--- src/rtl/miriscv_fetch_stage.sv ---
// Instruction fetch stage: issues word-aligned fetches, tracks outstanding requests,
// buffers responses in an in-order FIFO and drops stale responses after a redirect or boot-load.
module miriscv_fetch_stage #(
  parameter logic [31:0] BOOT_ADDR  = 32'h0000_0000,
  parameter int unsigned FIFO_DEPTH = 4
) (
  input  logic        clk_i,
  input  logic        rst_i,

  output logic        instr_req_o,
  output logic [31:0] instr_addr_o,
  input  logic        instr_gnt_i,
  input  logic        instr_rvalid_i,
  input  logic [31:0] instr_rdata_i,

  output logic [31:0] f_instr_o,
  output logic [31:0] f_current_pc_o,
  output logic [31:0] f_next_pc_o,
  output logic        f_valid_o,

  input  logic [31:0] cu_pc_bra_i,
  input  logic        cu_boot_addr_load_en_i,
  input  logic        cu_stall_f_i,
  input  logic        cu_kill_f_i
);

  localparam int unsigned PtrW = $clog2(FIFO_DEPTH);
  localparam int unsigned CntW = PtrW + 1;
  localparam logic [CntW:0] DepthLim = FIFO_DEPTH[CntW:0];
  localparam logic [31:0] Nop = 32'h0000_0013;

  logic [31:0]     pc_q, pc_d;
  logic [31:0]     rsp_pc_q, rsp_pc_d;
  logic [31:0]     instr_mem_q [FIFO_DEPTH];
  logic [31:0]     pc_mem_q    [FIFO_DEPTH];
  logic [PtrW-1:0] wr_ptr_q, wr_ptr_d;
  logic [PtrW-1:0] rd_ptr_q, rd_ptr_d;
  logic [CntW-1:0] count_q, count_d;
  logic [CntW-1:0] out_cnt_q, out_cnt_d;
  logic [CntW-1:0] disc_cnt_q, disc_cnt_d;
  logic [CntW:0]   inflight;

  logic redirect, flush, pop, push, drop, grant, rsp_dec;

  assign f_valid_o = (count_q != '0);
  assign redirect  = cu_kill_f_i && !cu_stall_f_i && f_valid_o;
  assign flush     = cu_boot_addr_load_en_i || redirect;
  assign pop       = f_valid_o && !cu_stall_f_i;

  // Requested-but-unanswered plus buffered entries never exceed the FIFO, so a push always fits.
  assign inflight     = {1'b0, out_cnt_q} + {1'b0, count_q};
  assign instr_req_o  = !rst_i && !flush && (inflight < DepthLim);
  assign instr_addr_o = pc_q;
  assign grant        = instr_req_o && instr_gnt_i;

  assign rsp_dec = instr_rvalid_i && (out_cnt_q != '0);
  assign drop    = instr_rvalid_i && (disc_cnt_q != '0);
  assign push    = instr_rvalid_i && !drop && !flush;

  always_comb begin
    pc_d       = pc_q;
    rsp_pc_d   = rsp_pc_q;
    wr_ptr_d   = wr_ptr_q;
    rd_ptr_d   = rd_ptr_q;
    count_d    = count_q;
    disc_cnt_d = disc_cnt_q;
    out_cnt_d  = out_cnt_q + CntW'(grant) - CntW'(rsp_dec);

    if (grant) pc_d = pc_q + 32'd4;
    if (drop)  disc_cnt_d = disc_cnt_q - CntW'(1);
    if (push) begin
      wr_ptr_d = wr_ptr_q + PtrW'(1);
      rsp_pc_d = rsp_pc_q + 32'd4;
    end
    if (pop) rd_ptr_d = rd_ptr_q + PtrW'(1);
    count_d = count_q + CntW'(push) - CntW'(pop);

    // Every response still owed by memory belongs to the abandoned stream.
    if (flush) begin
      wr_ptr_d   = '0;
      rd_ptr_d   = '0;
      count_d    = '0;
      disc_cnt_d = out_cnt_q - CntW'(rsp_dec);
      pc_d       = cu_boot_addr_load_en_i ? BOOT_ADDR : cu_pc_bra_i;
      rsp_pc_d   = pc_d;
    end
  end

  always_ff @(posedge clk_i) begin
    if (rst_i) begin
      pc_q       <= BOOT_ADDR;
      rsp_pc_q   <= BOOT_ADDR;
      wr_ptr_q   <= '0;
      rd_ptr_q   <= '0;
      count_q    <= '0;
      out_cnt_q  <= '0;
      disc_cnt_q <= '0;
    end else begin
      pc_q       <= pc_d;
      rsp_pc_q   <= rsp_pc_d;
      wr_ptr_q   <= wr_ptr_d;
      rd_ptr_q   <= rd_ptr_d;
      count_q    <= count_d;
      out_cnt_q  <= out_cnt_d;
      disc_cnt_q <= disc_cnt_d;
    end
  end

  always_ff @(posedge clk_i) begin
    if (!rst_i && push) begin
      instr_mem_q[wr_ptr_q] <= instr_rdata_i;
      pc_mem_q[wr_ptr_q]    <= rsp_pc_q;
    end
  end

  assign f_instr_o      = f_valid_o ? instr_mem_q[rd_ptr_q] : Nop;
  assign f_current_pc_o = f_valid_o ? pc_mem_q[rd_ptr_q] : 32'h0;
  assign f_next_pc_o    = f_current_pc_o + 32'd4;

endmodule

--- config.mk ---
export PLATFORM = sky130hd
export DESIGN_NAME = miriscv_fetch_stage
export DESIGN_NICKNAME = d
export VERILOG_FILES = /design/src/rtl/miriscv_fetch_stage.sv
export SDC_FILE = /design/constraint.sdc
export NUM_CORES = 1
export LEC_CHECK = 0
export CELL_PAD_IN_SITES_DETAIL_PLACEMENT = 1
export CELL_PAD_IN_SITES_GLOBAL_PLACEMENT = 2
export CORE_AREA = 2 2 201 203
export DETAILED_ROUTE_END_ITERATION = 6
export DIE_AREA = 0 0 203 205
export HOLD_SLACK_MARGIN = 0.02
export PLACE_DENSITY = 0.86
export REMOVE_ABC_BUFFERS = 1
export SLEW_MARGIN = 20
export SYNTH_ARGS = -nofsm -noshare
export SYNTH_HDL_FRONTEND = slang
export SYNTH_SLANG_ARGS = --single-unit
--- constraint.sdc ---
create_clock -name clk_i -period 4.6 [get_ports clk_i]
set_input_delay 0.69 -clock clk_i [delete_from_list [all_inputs] [get_ports clk_i]]
set_output_delay 0.69 -clock clk_i [all_outputs]
set_load 0.005 [all_outputs]
; ---- Word-level counts from Yosys, hierarchy flattened
; Memories as Yosys holds them, arrays and structs flattened. A register that Yosys moved wholly into a read port is not among the register bits.
; Index checks and enable logic that the tools add are counted.
[op_classes]
reduce_logical = 23
n_addsub = 12
muxes = 15
order_cmp = 1
[op_table]
columns = op, n
row1 = 32-bit two-way mux, 7
row2 = "32-bit by 3-bit adder with 32-bit output, second input constant", 3
row3 = 1-bit logical AND, 11
row4 = 3-bit nonzero test, 3
row5 = 3-bit by 1-bit subtractor with 3-bit output, 3
row6 = 2-bit two-way mux, 4
row7 = 3-bit by 1-bit adder with 3-bit output, 2
row8 = 3-bit two-way mux, 2
row9 = 2-bit nonzero test, 3
row10 = "2-bit by 1-bit adder with 2-bit output, second input constant", 2
row11 = 3-bit by 3-bit adder with 4-bit output, 1
row12 = 1-bit zero test, 4
row13 = "4-bit by 3-bit < comparator with 1-bit output, second input constant", 1
row14 = "3-bit by 1-bit subtractor with 3-bit output, second input constant", 1
row15 = 1-bit two-way mux, 2
row16 = 2-bit OR reduction, 1
row17 = 1-bit logical OR, 1
[word_totals]
regBits = 77
mem_bits_rw = 256
input_bits = 71
memories = 2
output_inout_bits = 130
[memory_table]
columns = memory, depth, width, read_ports, rd_clocked_by_memory_dff, write_ports, line_no
row1 = instr_mem_q, 4, 32, 1, 1, 1, 34  ; logic [31:0] instr_mem_q [FIFO_DEPTH];
row2 = pc_mem_q, 4, 32, 1, 1, 1, 35  ; logic [31:0] pc_mem_q [FIFO_DEPTH];

; ---- Longest topological paths before layout
; Gate-level depths: netlist of the first run.
[depth]
depth_word = 10
mapped_depth = 15

; ---- Least setup slack after synthesis of the first run
; OpenSTA, ideal clock, no wires.
[synth_path]
path_kind = input to register
start = input cu_boot_addr_load_en_i
end = memory instr_mem_q[0][0], enable pin
required_ns = 4.171
setup_ns = 0.429
t_arrival_ns = 3.076
cell_stages = 6
slack_ns = 1.095
path_cell_list = clkbuf_1 -> inv_1 -> o21ai_1 -> clkbuf_1 -> nor2_1 -> and3_1
[synth_between]
elab_chain_cells = 6
[synth_lines]
columns = element, line_no
row1 = "start, declared", 22  ; input logic cu_boot_addr_load_en_i,
row2 = 1-bit logical OR, 47  ; assign flush = cu_boot_addr_load_en_i || redirect;
row3 = 1-bit zero test, 58  ; assign push = instr_rvalid_i && !drop && !flush;
row4 = 1-bit logical AND, 58
row5 = 1-bit logical AND, 110  ; if (!rst_i && push) begin
row6 = 1-bit two-way mux, 110
row7 = 1-bit two-way mux (implied by the code), 111  ; instr_mem_q[wr_ptr_q] <= instr_rdata_i;
row8 = "end, declared", 34
; No other way between the ends.

==> summary.md, run 1 <==
| Metric | Value |
|---|---|
| Int Power | `5.48 mW` |
| Io pins | `201` |
| Setup WS post-layout | `0.328 ns` |
| Pre-CTS setup slack | `0.795 ns` |
| Status | `finished, final reports clean` |
| Reg2Reg Depth | `14` |
| Post-CTS setup buffer count | `0` |
| Nets | `1391` |
| Cells after Synth | `1112` |
| Crit Path Category | `flip-flop to output pin` |
| Final min period | `4.27 ns` |
| Clk_lat worst skew | `0.53 ns` |
| Port Buffers | `200` |
| Vias in the first global route | `10900` |
| Grt ovf | `0` |
| DR WL met2 | `20300 um` |
| Area Growth Syn to Fin | `25.1%` |
| Placed wire-length estimate | `just over 30000 um` |
| Worst hold-check path type | `flip-flop to flip-flop` |
| Placed cell area | `0.0178 sq mm` |
| Clock Power Share | `roughly two fifths` |
| WL met1 | `19600 um` |
| RSZ-0062 raised after global routing | `false` |
| Final Instance Area | `0.0190 sq mm` |
| Met3 WL | `between 2000 and 3000 um` |
| Final setup viols | `0` |
| Critical Path Fanout Max | `18` |
| Highest metal used | `met4` |
| Peak VDD IR | `0.231 mV` |
| Main synth FF type | `edfxtp_1` |
| Cts bufs inserted | `36` |
| First-pass GRT wire length | `around 67000 um` |
| Power Dens Cells | `382 mW/mm^2` |
| Root buffer cell | `clkbuf_16` |
| Slew Viols, Final | `0` |
| Placed insts | `1788` |
| Fin. Hold Viols | `0` |
| Initial antenna violation count | `0` |
| Distinct cells, synth | `73` |
| Flops & latches, synth | `333` |
| CTS Sinks | `333` |
| Crit path launch type | `flip-flop` |
| Share of flip-flops with an asynchronous set or reset | `0%` |
| Logic pwr share | `12.5%` |
| Data required time of the worst path | `3.91 ns` |
| Wirelength, routed | `43800 um` |
| Post-Layout Cell Count | `1852` |
| Syn Std Cell Area | `0.0152 sq mm` |
| Synth warn | `0` |
| Static leakage | `6.16 nW` |
| Initial DRC count | `around 750` |
| Htree depth | `2` |
| Part of the power in registers | `a little under half` |
| Largest net degree at the start of global routing | `65` |
| Per-cell routed wire length | `around 24 um` |
| Die ar. | `0.0416 sq mm` |
| Starting Density | `38.5%` |
| Max cap viols | `0` |
| Fmax | `234 MHz` |
| Post-synth EDFFs | `256` |
| Net switching power | `1.75 mW` |
| Share of cells above drive strength 1 | `13.4%` |
| Cts hold-fix bufs | `0` |
| Setup slack, reg-to-reg | `1.61 ns` |
| Fin crit share | `92.9%` |
| Max Buffers Root-to-Sink | `3` |
| Critical Path Sink Type | `output pin` |
| Max-slew headroom | `34.7%` |
| Die height | `205 um` |
| TritonRoute pass-1 iters | `5` |
| Clock slew at reported path FFs | `around 0.060 ns` |
| Syn_area_per_cell | `~14 sq um` |
| Final worst clock skew | `around 0.024 ns` |
| Critical Path AT | `3.58 ns` |
| DR vias | `10600` |
| Ant. Diodes | `0` |
| Row cnt | `73` |
| Die span in x | `between 200 and 250 um` |
| Core area | `between 0.03 and 0.04 sq mm` |
| Gpl congestion | `0.812` |
| Vias per cell | `5.71` |
| Cts repair resizes | `0` |
| Seq/Total Area, Yosys | `60.9%` |
| Least-Margin Pin Slew | `0.970 ns` |
| Hold-critical path depth | `0` |
| DR DRC count | `0` |
| All-Layer GR Usage | `between 20% and 30%` |
| Net Sw Frac | `about 24%` |
| Final ANT Viol Nets | `0` |
| CTS tree | `done` |
==> kinds of logic (layout without fill, tap and decap cells) <==
logic type / Yosys count / in the layout / synth area share [%]
AOI/OAI and AO/OA: 214 / 214 / 9.43
xor gates and xnor gates: 40 / 40 / 2.31
adders and majority gates: 19 / 19 / 1.67
buffers and inverters: 97 / 312 / 2.95
DFF: 333 / 333 / 60.9
muxes: 64 / 64 / 9.58
and+or+nand+nor: 345 / 345 / 13.2
==> power groups by stage <==
stage | clock network, mW | registers (mW) | logic [mW]
2_1_floorplan | 0 | 3.40 | 0.427
3_3_place_gp | 0 | 3.41 | 0.889
3_5_place_dp | 0 | 3.41 | 0.907
4_1_cts | 3.04 | 3.35 | 0.914
5_1_grt | 3.16 | 3.36 | 0.989
6_report | 2.99 | 3.35 | 0.904
==> sequential cells by signal (all words and copies together) (netlist names), named ones only <==
register,flops
wr_ptr_q,2
out_cnt_q,3
instr_addr_o,31
pc_mem_q,128
rsp_pc_q,31
count_q,3
rd_ptr_q,2
instr_mem_q,128
disc_cnt_q,3
==> layer usage <==
layer / global-route usage [%] / up-vias
met5: 0 / -
met4: 5.66 / 0
met3: 3.21 / 67
met2: 33.9 / 434
met1: 30.0 / 5325
li1: - / 4758
==> area by class of cell <==
| class | count | area (sq um) |
|---|---|---|
| multi-input combinational | 682 | 5520 |
| tap | 525 | 657 |
| clock buffer | 40 | 936 |
| inverter | 24 | 90.1 |
| sequential | 333 | 9230 |
| clock inverter | 24 | 279 |
| fill | 3950 | 20400 |
| timing repair buffer | 224 | 2250 |
==> cell usage after synthesis, types with 4 or more instances <==
| library cell | number | area share (%) |
|---|---|---|
| a211oi_1 | 29 | 1.4 |
| a21o_1 | 4 | 0.20 |
| a21oi_1 | 68 | 2.2 |
| a22o_1 | 11 | 0.64 |
| a22oi_1 | 7 | 0.35 |
| a311oi_1 | 4 | 0.23 |
| a31oi_1 | 10 | 0.41 |
| a32o_1 | 9 | 0.59 |
| a41oi_1 | 4 | 0.23 |
| and2_1 | 65 | 2.7 |
| and3_1 | 23 | 0.95 |
| and4_1 | 12 | 0.69 |
| buf_2 | 10 | 0.33 |
| buf_4 | 6 | 0.30 |
| buf_6 | 4 | 0.30 |
| clkbuf_1 | 49 | 1.2 |
| dfxtp_1 | 77 | 10 |
| edfxtp_1 | 256 | 51 |
| ha_1 | 17 | 1.4 |
| inv_1 | 24 | 0.59 |
| mux4_2 | 61 | 9.1 |
| nand2_1 | 54 | 1.3 |
| nand3_1 | 27 | 0.89 |
| nand4_1 | 31 | 1.3 |
| nor2_1 | 40 | 0.99 |
| nor3_1 | 43 | 1.4 |
| nor4_1 | 11 | 0.45 |
| o211ai_1 | 5 | 0.25 |
| o21a_1 | 4 | 0.20 |
| o21ai_0 | 27 | 0.89 |
| o31ai_1 | 9 | 0.45 |
| or2_2 | 4 | 0.17 |
| or4_1 | 6 | 0.30 |
| xnor2_1 | 12 | 0.69 |
| xor2_1 | 28 | 1.6 |
==> placed cells by master, fill, tap and decap left out, drive strengths merged, types with 35 or more instances in the layout <==
cell type and count:
a21oi 68, and2 67, clkbuf 40, clkdlybuf4s50 199
dfxtp 77, edfxtp 256, mux4 64, nand2 54
nand4 35, nor2 40, nor3 45
==> per-stage QoR <==
step / power [mW] / utilization [%] / TNS [ns] / hold WS (ns)
after CTS: 7.30 / 48.2 / 0 / 0.530
after floorplan: 3.83 / - / -21.89 / 0.476
after global placement: 4.29 / 45.1 / 0 / 0.520
after detailed placement: 4.32 / 45.1 / 0 / 0.522
after global routing: 7.50 / 48.2 / 0 / 0.549
final: 7.24 / 48.2 / 0 / 0.524
==> worst max-delay path, cell delays in order (launching register included) <==
cell and delay [ns]:
dfxtp_4 0.58, buf_4 0.34, mux4_2 0.30, and3_2 0.26
nand4_2 0.44, nor3_1 0.43, xor2_1 0.18, clkdlybuf4s50_1 0.53
==> final timing paths <==
kind	to	from
max	f_next_pc_o[20]	flip-flop
max reg2reg	out_cnt_q[2]	count_q[0]
min reg2reg	pc_mem_q[1][1]	instr_addr_o[1]
min	pc_mem_q[1][1]	instr_addr_o[1]
(Power assumes the default switching activity.)
==> inputs of run 2 (changes only) <==
--- a/config.mk
+++ b/config.mk
@@ -8,6 +8,7 @@
 export CELL_PAD_IN_SITES_DETAIL_PLACEMENT = 1
 export CELL_PAD_IN_SITES_GLOBAL_PLACEMENT = 2
 export CORE_AREA = 2 2 201 203
+export CTS_BUF_LIST = sky130_fd_sc_hd__clkbuf_16
 export DETAILED_ROUTE_END_ITERATION = 6
 export DIE_AREA = 0 0 203 205
 export HOLD_SLACK_MARGIN = 0.02
==> summary.md, run 2 (synthesized netlist as in run 1, its figures left out) <==
| Metric | Value |
|---|---|
| Placed wire-length estimate | `30200 um` |
| Clk_lat worst skew | `0.53 ns` |
| All-Layer GR Usage | `21.1%` |
| Footprint of the multi-input gates | `0.00552 sq mm` |
| Placed insts | `1788` |
| Hold path startpoint | `instr_addr_o[1]` |
| Part of the power in registers | `46.5%` |
| Final setup viols | `0` |
| Max-slew headroom | `35.0%` |
| Gpl congestion | `0.812` |
| Max cap viols | `0` |
| Commonest non-fill, non-tap cell in the layout | `edfxtp_1` |
| Register area | `a little over 0.009 sq mm` |
| Setup slack, reg-to-reg | `1.61 ns` |
| Post-route setup TNS | `0 ns` |
| Post-CTS setup buffer count | `0` |
| Post-route core utilization | `48.1%` |
| Least-Margin Pin Slew | `between 0.9 and 1 ns` |
| Critical Path AT | `3.58 ns` |
| Row cnt | `73` |
| Grt ovf | `0` |
| Overall power | `7.20 mW` |
| Post-Layout Cell Count | `1852` |
| Hold-critical path depth | `0` |
| Cts repair resizes | `0` |
| Core area | `0.0394 sq mm` |
| Clock Power Share | `40.9%` |
| Reg2Reg Depth | `14` |
| DR DRC count | `0` |
| Data required time of the worst path | `just under 4 ns` |
| Fmax | `~230 MHz` |
| Largest net degree at the start of global routing | `65` |
| Die ar. | `0.0416 sq mm` |
| Final ANT Viol Nets | `0` |
| Root buffer cell | `clkbuf_16` |
| Per-cell routed wire length | `between 20 and 25 um` |
| Fillers | `3949` |
| Critical Path Fanout Max | `18` |
| Die height | `205 um` |
| Ant. Diodes | `0` |
| Vias in the first global route | `10900` |
| Cts bufs inserted | `36` |
| Cts hold-fix bufs | `0` |
| Hold path endpoint | `pc_mem_q[1][1]` |
| Die span in x | `203 um` |
| Starting Density | `38.5%` |
| Critical Path Sink Type | `output pin` |
| Net switching power | `1.75 mW` |
| Most frequent cells in the layout | `256 x edfxtp_1, 199 x clkdlybuf4s50_1, 75 x dfxtp_1` |
| Final worst clock skew | `0.0249 ns` |
| Area Growth Syn to Fin | `25.0%` |
| Fin crit share | `92.8%` |
| Max Buffers Root-to-Sink | `3` |
| Peak VDD IR | `approximately 0.23 mV` |
| Status | `finished, final reports clean` |
| CTS Sinks | `333` |
| DR vias | `10600` |
| RSZ-0062 raised after global routing | `false` |
| Htree depth | `2` |
| Vias per cell | `5.72` |
| Worst r2r dst | `out_cnt_q[2]` |
| TritonRoute pass-1 iters | `5` |
| Int Power | `5.45 mW` |
| Reg2reg start | `count_q[0]` |
| Wirelength, routed | `43900 um` |
| Nets | `1391` |
| Final min period | `4.27 ns` |
| Crit path launch type | `flip-flop` |
| CTS tree | `done` |
| Worst hold-check path type | `flip-flop to flip-flop` |
| Share of cells above drive strength 1 | `13.3%` |
| First-pass GRT wire length | `67100 um` |
| Crit Path Category | `flip-flop to output pin` |
| Fin. Hold Viols | `0` |
| Logic pwr share | `12.5%` |
| Power Dens Cells | `380 mW/mm^2` |
| Largest regs | `instr_mem_q x128, pc_mem_q x128` |
| Static leakage | `6.15 nW` |
| Net Sw Frac | `24.3%` |
| Initial antenna violation count | `0` |
| Slew Viols, Final | `0` |
| Io pins | `about 200` |
| Initial DRC count | `790` |
| Port Buffers | `200` |
| Clock slew at reported path FFs | `0.06 ns` |
run 2: changes by cell type in the layout (fill, tap and decap cells not counted):
cell | previous run | this run
clkinv_1 | 4 | 6
inv_1 | 23 | 25
clkbuf_8 | 2 | 0
clkbuf_1 | 2 | 0
run 2: worst max-delay path by stage:
stage,to,startpoint,depth (start not counted)
2_1_floorplan,f_next_pc_o[30],flip-flop,5
3_3_place_gp,f_next_pc_o[30],flip-flop,7
3_5_place_dp,f_next_pc_o[20],flip-flop,7
4_1_cts,f_next_pc_o[20],flip-flop,7
5_1_grt,f_next_pc_o[30],flip-flop,7
6_report,f_next_pc_o[20],flip-flop,7
run 2: power by group through the flow:
stage          sequential (mW)  combinational, mW  clock [mW]
3_5_place_dp              3.41              0.907           0
4_1_cts                   3.35              0.914        3.00
5_1_grt                   3.36              0.989        3.12
3_3_place_gp              3.41              0.889           0
2_1_floorplan             3.40              0.427           0
6_report                  3.35              0.903        2.95
run 2: worst max-delay path: stages (launching register included):
cell and delay, ns:
dfxtp_4 0.58, buf_4 0.33, mux4_2 0.30, and3_2 0.26, nand4_2 0.44, nor3_1 0.43, xor2_1 0.18, clkdlybuf4s50_1 0.53
run 2: layout make-up:
| cell class | instances | area share (%) |
|---|---|---|
| repair buffers | 224 | 11.9 |
| well taps | 525 | 3.47 |
| clock inverters | 28 | 1.55 |
| clock buffers | 36 | 4.75 |
| inverters | 24 | 0.475 |
| flip-flops and latches | 333 | 48.7 |
| multi-input cells | 682 | 29.1 |
run 2: through the flow:
step	instance area (sq um)	hold slack (ns)	setup slack (ns)
global placement	17800	0.520	0.867
floorplan	14800	0.476	-0.662
finish	18900	0.525	0.331
global route	18900	0.549	0.0342
detailed placement	17800	0.522	0.795
CTS	18900	0.530	0.237
run 2: metal layers:
layer / vias to the layer above / part of all wire, % / global-route usage (%)
met5: - / 0 / 0
met4: 0 / 2.2 / 5.66
met3: 67 / 6.4 / 3.21
met2: 419 / 47 / 33.9
met1: 5346 / 45 / 30.0
li1: 4766 / - / -
==> inputs of run 3 (changes only) <==
==> constraint.sdc (replaced) <==
create_clock -name clk_i -period 4.6 [get_ports clk_i]
set_input_delay 0.69 -clock clk_i [delete_from_list [all_inputs] [get_ports clk_i]]
set_output_delay 0.69 -clock clk_i [all_outputs]
set_load 0.02 [all_outputs]
==> summary.md, run 3 (synthesized netlist as in run 1, its figures left out) <==
| Metric | Value |
|---|---|
| Initial antenna violation count | `0` |
| Gpl congestion | `0.828` |
| DR DRC count | `0` |
| Setup slack, reg-to-reg | `1.51 ns` |
| Row cnt | `73` |
| First-pass GRT wire length | `67700 um` |
| Final hold slack | `~0.5 ns` |
| Crit Path Category | `flip-flop to output pin` |
| Post-Layout Cell Count | `1855` |
| Share of cells above drive strength 1 | `13.1%` |
| Register area | `0.00924 sq mm` |
| Htree depth | `2` |
| Area Growth Syn to Fin | `25.3%` |
| Fin crit share | `96.2%` |
| Die span in x | `203 um` |
| Clk_lat worst skew | `0.53 ns` |
| Final min period | `4.42 ns` |
| Hold path startpoint | `instr_addr_o[1]` |
| Die ar. | `0.0416 sq mm` |
| Status | `finished, final reports clean` |
| Pre-CTS setup slack | `0.611 ns` |
| Overall power | `roughly 7.3 mW` |
| Initial DRC count | `820` |
| Starting Density | `around 39%` |
| Commonest non-fill, non-tap cell in the layout | `edfxtp_1` |
| Crit path launch type | `flip-flop` |
| Per-cell routed wire length | `around 24 um` |
| Cts hold-fix bufs | `0` |
| Cts bufs inserted | `37` |
| Root buffer cell | `clkbuf_16` |
| Final ANT Viol Nets | `0` |
| CTS Sinks | `approximately 330` |
| Most frequent cells in the layout | `256 x edfxtp_1, 199 x clkdlybuf4s50_1, 75 x dfxtp_1` |
| Io pins | `roughly 200` |
| Die height | `205 um` |
| Final Instance Area | `0.0190 sq mm` |
| Fillers | `about 4000` |
| Slew Viols, Final | `0` |
| Ant. Diodes | `0` |
| Footprint of the multi-input gates | `0.00553 sq mm` |
| TritonRoute pass-1 iters | `5` |
| Vias in the first global route | `11000` |
| Grt ovf | `0` |
| Wirelength, routed | `44100 um` |
| Max-slew headroom | `between 30% and 40%` |
| Final setup viols | `0` |
| DR vias | `10500` |
| All-Layer GR Usage | `21.2%` |
| Post-route setup TNS | `0 ns` |
| Post-route core utilization | `48.3%` |
| Max cap viols | `0` |
| Largest net degree at the start of global routing | `76` |
| Largest regs | `instr_mem_q x128, pc_mem_q x128` |
| Worst Setup SP | `count_q[1]` |
| Placed wire-length estimate | `30200 um` |
| Static leakage | `6.19 nW` |
| Final worst clock skew | `0.0157 ns` |
| Clock slew at reported path FFs | `0.06 ns` |
| Setup WS post-layout | `0.177 ns` |
| Power Dens Cells | `386 mW/mm^2` |
| Vias per cell | `5.68` |
| Port Buffers | `200` |
| Least-Margin Pin Slew | `0.934 ns` |
| Placed insts | `between 1500 and 2000` |
| Critical Path AT | `roughly 3.7 ns` |
| CTS tree | `done` |
| Reg2reg start | `count_q[0]` |
| Critical Path Fanout Max | `46` |
| RSZ-0062 raised after global routing | `true` |
| Data required time of the worst path | `approximately 3.9 ns` |
| Core area | `between 0.03 and 0.04 sq mm` |
| Max Buffers Root-to-Sink | `3` |
| Worst hold-check path type | `flip-flop to flip-flop` |
| Fmax | `226 MHz` |
| Fin. Hold Viols | `0` |
| Peak VDD IR | `0.213 mV` |
| Critical Path Sink Type | `output pin` |
| Nets | `1392` |
| Placed cell area | `0.0177 sq mm` |
[run 3: routing by layer]
metal  vias up  share of wire [%]  GRT usage, %
li1       4766                  -             -
met4         0                1.7          4.82
met5         -                  0             0
met3        49                5.7          3.48
met1      5361                 45          29.8
met2       357                 47          34.5
[run 3: cell type report]
class | count | share of cell area (%)
clock buffers | 39 | 5.13
repair buffers | 224 | 11.9
multi-input cells | 682 | 29.1
well taps | 525 | 3.46
inverters | 24 | 0.474
flip-flops and latches | 333 | 48.6
clock inverters | 28 | 1.34
[run 3: worst max-delay path: stages, from the launching register on]
cell and delay [ns]:
dfxtp_1 0.44, nor3_2 0.08, inv_2 0.37, buf_4 0.45
and4_1 0.34, nand4_1 0.21, nor4_1 0.44, xor2_1 0.20
clkdlybuf4s50_1 0.63
[run 3: repair_timing]
action                     CTS  global route
gates resized for setup      0             2
setup endpoints to repair    0             9
setup buffers                0             1
[run 3: final timing paths]
path / to / cells after the start
min: pc_mem_q[3][1] / 0
max reg2reg: out_cnt_q[2] / 14
min reg2reg: pc_mem_q[3][1] / 0
max: f_next_pc_o[29] / 8
[run 3: power by group]
group | total [mW] | switching, mW | leakage (nW) | internal [mW]
clock network | 3.00 | 1.22 | 0.624 | 1.77
registers | 3.35 | 0.0553 | 2.92 | 3.29
logic | 1.00 | 0.574 | 2.65 | 0.430
total | 7.35 | 1.85 | 6.19 | 5.49
